## src/rtl/io_intr_ctrl.sv

```systemverilog
// Eight-source edge-triggered interrupt controller on an MCU port-I/O bus.
// Four registers (MASK, PENDING, ID, CTRL) and a FIRE/HOLD request sequencer.
module io_intr_ctrl #(
    parameter logic [7:0]  BASE_ADDR = 8'hF0,
    parameter int unsigned HOLDOFF   = 2     // legal range 1..15
) (
    input  logic       CLK,
    input  logic       RESET_N,
    input  logic [7:0] IRQ,
    input  logic [7:0] PORT_ID,
    input  logic [7:0] OUT_PORT,
    input  logic       IO_STRB,
    output logic [7:0] IN_PORT,
    output logic       INTR
);

    localparam logic [1:0] OFS_MASK = 2'd0;
    localparam logic [1:0] OFS_PEND = 2'd1;
    localparam logic [1:0] OFS_ID   = 2'd2;
    localparam logic [1:0] OFS_CTRL = 2'd3;
    localparam logic [3:0] HOLD_LOAD = 4'(HOLDOFF);

    typedef enum logic [1:0] {
        ST_IDLE = 2'd0,
        ST_FIRE = 2'd1,
        ST_HOLD = 2'd2
    } state_t;

    logic [7:0] sync1_q, sync1_d;
    logic [7:0] sync2_q, sync2_d;
    logic [7:0] edge_q,  edge_d;
    logic [7:0] mask_q,  mask_d;
    logic [7:0] pend_q,  pend_d;
    logic       gen_q,   gen_d;
    state_t     state_q, state_d;
    logic [3:0] cnt_q,   cnt_d;
    logic       intr_q,  intr_d;

    logic [7:0] addr_off;
    logic       addr_hit;
    logic [1:0] reg_sel;
    logic       wr_mask, wr_pend, wr_ctrl;
    logic [7:0] rise;
    logic [7:0] active;
    logic       any_active;
    logic [2:0] idx;
    logic [7:0] id_val;
    logic [7:0] rd_data;

    // Offset from the base wraps modulo 256, so any BASE_ADDR alignment works.
    always_comb begin
        addr_off = PORT_ID - BASE_ADDR;
        addr_hit = (addr_off[7:2] == 6'd0);
        reg_sel  = addr_off[1:0];
        wr_mask  = IO_STRB && addr_hit && (reg_sel == OFS_MASK);
        wr_pend  = IO_STRB && addr_hit && (reg_sel == OFS_PEND);
        wr_ctrl  = IO_STRB && addr_hit && (reg_sel == OFS_CTRL);
    end

    always_comb begin
        sync1_d = IRQ;
        sync2_d = sync1_q;
        edge_d  = sync2_q;
        rise    = sync2_q & ~edge_q;
    end

    // A new edge is OR-ed in after the clear, so set beats write-1-to-clear.
    always_comb begin
        mask_d = wr_mask ? OUT_PORT : mask_q;
        gen_d  = wr_ctrl ? OUT_PORT[0] : gen_q;
        pend_d = (pend_q & ~(wr_pend ? OUT_PORT : 8'h00)) | rise;
    end

    always_comb begin
        active     = pend_q & mask_q;
        any_active = |active;
        idx        = 3'd0;
        for (int i = 7; i >= 0; i--) begin
            if (active[i]) begin
                idx = 3'(i);
            end
        end
        id_val = any_active ? {1'b1, 4'b0000, idx} : 8'h00;
    end

    always_comb begin
        rd_data = 8'h00;
        if (addr_hit) begin
            case (reg_sel)
                OFS_MASK: rd_data = mask_q;
                OFS_PEND: rd_data = pend_q;
                OFS_ID:   rd_data = id_val;
                OFS_CTRL: rd_data = {7'b0000000, gen_q};
                default:  rd_data = 8'h00;
            endcase
        end
    end

    assign IN_PORT = rd_data;
    assign INTR    = intr_q;

    // Clearing the active source by W1C, MASK or GEN all look the same here:
    // the sequencer only sees the enabled set going empty.
    always_comb begin
        state_d = state_q;
        cnt_d   = cnt_q;
        case (state_q)
            ST_IDLE: begin
                if (gen_q && any_active) begin
                    state_d = ST_FIRE;
                end
            end
            ST_FIRE: begin
                if (!any_active || !gen_q) begin
                    state_d = ST_HOLD;
                    cnt_d   = HOLD_LOAD;
                end
            end
            ST_HOLD: begin
                cnt_d = cnt_q - 4'd1;
                if (cnt_q <= 4'd1) begin
                    state_d = ST_IDLE;
                    cnt_d   = 4'd0;
                end
            end
            default: begin
                state_d = ST_IDLE;
                cnt_d   = 4'd0;
            end
        endcase
        intr_d = (state_d == ST_FIRE);
    end

    always_ff @(posedge CLK or negedge RESET_N) begin
        if (!RESET_N) begin
            sync1_q <= 8'h00;
            sync2_q <= 8'h00;
            edge_q  <= 8'h00;
            mask_q  <= 8'h00;
            pend_q  <= 8'h00;
            gen_q   <= 1'b0;
            state_q <= ST_IDLE;
            cnt_q   <= 4'd0;
            intr_q  <= 1'b0;
        end else begin
            sync1_q <= sync1_d;
            sync2_q <= sync2_d;
            edge_q  <= edge_d;
            mask_q  <= mask_d;
            pend_q  <= pend_d;
            gen_q   <= gen_d;
            state_q <= state_d;
            cnt_q   <= cnt_d;
            intr_q  <= intr_d;
        end
    end

endmodule

```

## config.mk

```make
export PLATFORM = sky130hd
export DESIGN_NAME = io_intr_ctrl
export DESIGN_NICKNAME = d
export VERILOG_FILES = /design/src/rtl/io_intr_ctrl.sv
export SDC_FILE = /design/constraint.sdc
export NUM_CORES = 1
export LEC_CHECK = 0
export ABC_AREA = 1
export BUFFER_PORTS_ARGS = -buffer_cell sky130_fd_sc_hd__buf_2
export CAP_MARGIN = 20
export CELL_PAD_IN_SITES_DETAIL_PLACEMENT = 1
export CELL_PAD_IN_SITES_GLOBAL_PLACEMENT = 1
export CORE_MARGIN = 5
export CORE_UTILIZATION = 45
export CTS_CLUSTER_DIAMETER = 80
export DETAILED_ROUTE_END_ITERATION = 6
export PLACE_DENSITY = 0.85
export SYNTH_ARGS = -nofsm -noshare
export SYNTH_HDL_FRONTEND = slang
export SYNTH_SLANG_ARGS = --single-unit
```

## constraint.sdc

```tcl
create_clock -name CLK -period 2.68 [get_ports CLK]
set_input_delay 0.268 -clock CLK [delete_from_list [all_inputs] [get_ports CLK]]
set_output_delay 0.268 -clock CLK [all_outputs]
set_load 0.005 [all_outputs]
```

==> results.yml <==
outcome:
  status: "complete, no violations"
final_layout:
  n_antenna_cell: 0
  regArea_um2: 1200
  drive_above_1_share_pct: 26.2
  multiInputGateArea_um2: 781
  layout.nets: 299
  final.fill_count: 557
  layout_common_cells: "nand2_1, dfrtp_1, buf_2"
  final_cell_area_um2: 2460
  synthToLayoutAreaGrowth_pct: 16.4
  final_common_cell: "nand2_1"
sta:
  slew_headroom_pct: 46.1
  min_period_over_period_pct: 71.2
  max_freq_mhz: 524
  hold_viol_final: 0
  tns_ns: 0
  final_max_slew_viol_count: 0
  worst_pin_slew_ns: 0.809
  fin_crit_ns: 1.91
  setup_violations: 0
  skew_ns: 0.00733
  rsz0062_at_grt: "no"
placement:
  dp_hpwl_mm: 3.49
  dpl-instance-area_um2: 2360
  portBuffers: 35
  gp_congestion: 0.914
critical_path:
  critPathLaunch: "mask_q[2]"
  crit_path_end_kind: "output pin"
  cp.required_ns: 2.41
  critical_path_class: "flop to output pin"
  cp.arrival_ns: 1.64
  cp_max_fo: 4
  timing.rr.start: "cnt_q[0]"
  startpoint_type: "flop"
power:
  power.density_nw_per_um2: 619
  peakVddDrop_v: 0.000378
  p_leak_nw: 1.27
flow_run:
  drv_cap: 0
synth:
  seq_area_frac_synth_pct: 56.8
  syn_nets: 256
  synth_edf_count: 0
  syn_area_um2: 2110
  ys_seq_elements: 48
  synth_cell_types: 24
  synth_ff_type: "dfrtp_1"
  ys_warn_count: 0
  async_flop_share_pct: 100
  synth_area_per_cell_um2: 9.48
  synth_cells: 223
detailed_routing:
  drt_iter0_drc: 62
  viasPerCell: 5.06
  vias: 1625
  wire_per_inst_um: 14.6
  drc: 0
  wl_mm: 4.70
  ant_nets: 0
  dr.pass1.iters: 4
die:
  rows: 25
  pin_count: 36
  fp.dieW_um: 78.5
  core_um2: 4630
  die-height_um: 78.5
  start_util_pct: 45.6
  die_area_um2: 6170
global_route:
  grt_pass1_wl_mm: 8.40
  grt_overflow_total: 0
  grt_max_degree: 39
  first_global_vias: 1829
  antenna_found_initial: 0
  grt_use_total_pct: 17.4
clocking:
  cts_root_buf: "clkbuf_8"
  clkTransAtPathRegs_ns: 0.09
  holdBufCountCts: 0
  clockBufferDepth: 2
  cts_post_setup_buffers_inserted: 0
  numCtsBuffers: 5
  cts_sinks: 48
  cts_tree: "yes"
  cts-resized-gates: 0
  clk_latency_ns: 0.30
  cts-htree-levels: 2
min_path:
  min_path_type: "primary input to asynchronous set/reset pin"
[per-layer routing]
layer / part of all wire (%) / vias up / track usage (%)
li1: - / 793 / -
met1: 44 / 786 / 21.6
met2: 50 / 38 / 29.8
met3: 4.3 / 8 / 3.67
met4: 1.9 / 0 / 6.29
met5: 0 / - / 0
[cell families after synthesis]
logic type | after synthesis | synth area share, %
AO/OA/AOI/OAI | 46 | 13.0
adder cells (fa/ha/maj) | 6 | 3.55
AND/OR/NAND/NOR | 89 | 20.0
flip-flops | 48 | 56.8
XOR/XNOR | 1 | 0.415
buffers and inverters | 33 | 6.22
[registers in the layout, indices dropped and copies added (netlist names)]
| name | flops |
|---|---|
| pend_q | 8 |
| gen_q | 1 |
| mask_q | 8 |
| INTR | 1 |
| state_q | 2 |
| edge_q | 8 |
| edge_d | 8 |
| sync1_q | 8 |
| cnt_q | 4 |
[critical path, stage by stage, from the launching register on]
cell and delay [ns]:
dfrtp_1 0.43, nand2_1 0.13, nand2_1 0.08, nor2_1 0.17, nand2_2 0.12, nand2_1 0.11
nor2_1 0.05, nand2_1 0.06, a21oi_1 0.06, buf_2 0.13
[per-stage QoR]
step	util, %	std cells	setup slack, ns	hold slack, ns	total power, mW
global route	53.1	321	0.662	0.0477	1.63
detailed placement	51.0	313	1.16	0.339	1.08
CTS	53.1	321	0.782	0.0575	1.55
global placement	51.0	313	1.20	0.331	1.06
floorplan	-	223	1.35	-0.0276	0.976
finish	53.1	321	0.773	0.0529	1.52
[worst paths after layout]
kind / endpoint / slack, ns / depth (start not counted)
min in group CLK: sync1_q[3] / 0.07 / 1
max reg2reg: INTR / 1.16 / 8
min: sync1_q[4] / 0.05 / 1
min reg2reg: edge_d[5] / 0.36 / 0
max in group asynchronous: pend_q[1] / 2.01 / 2
max: IN_PORT[0] / 0.77 / 9
[power breakdown]
group / internal, mW / switching, mW
Combinational: 0.0910 / 0.179
Sequential: 0.764 / 0.0262
Clock: 0.216 / 0.247
Total: 1.07 / 0.453
[synthesized netlist by cell type, types with 2 or more instances]
| cell type | instances | area share, % |
|---|---|---|
| a21oi_1 | 8 | 1.9 |
| o21ai_0 | 4 | 0.95 |
| a31oi_1 | 3 | 0.89 |
| nand4_1 | 3 | 0.89 |
| dfrtp_1 | 48 | 57 |
| inv_2 | 2 | 0.36 |
| nor2_1 | 10 | 1.8 |
| nand2_2 | 5 | 1.5 |
| inv_1 | 30 | 5.3 |
| nand3_1 | 6 | 1.4 |
| nand2_4 | 2 | 1.1 |
| nor2_2 | 2 | 0.59 |
| o21ai_2 | 9 | 3.7 |
| nor2_4 | 2 | 1.1 |
| nand2_1 | 56 | 9.9 |
| ha_1 | 6 | 3.6 |
| o21ai_1 | 20 | 4.7 |
[cell type report]
cell class                      instances  area share (%)
Sequential cell                        48            48.8
Clock buffer                            6            3.36
Tap cell                               54            2.75
Timing Repair Buffer                   37            7.73
Clock inverter                          2           0.712
Multi-Input combinational cell        142            31.7
Inverter                               32            4.88
Note: power is estimated with default switching activity, not from simulation.
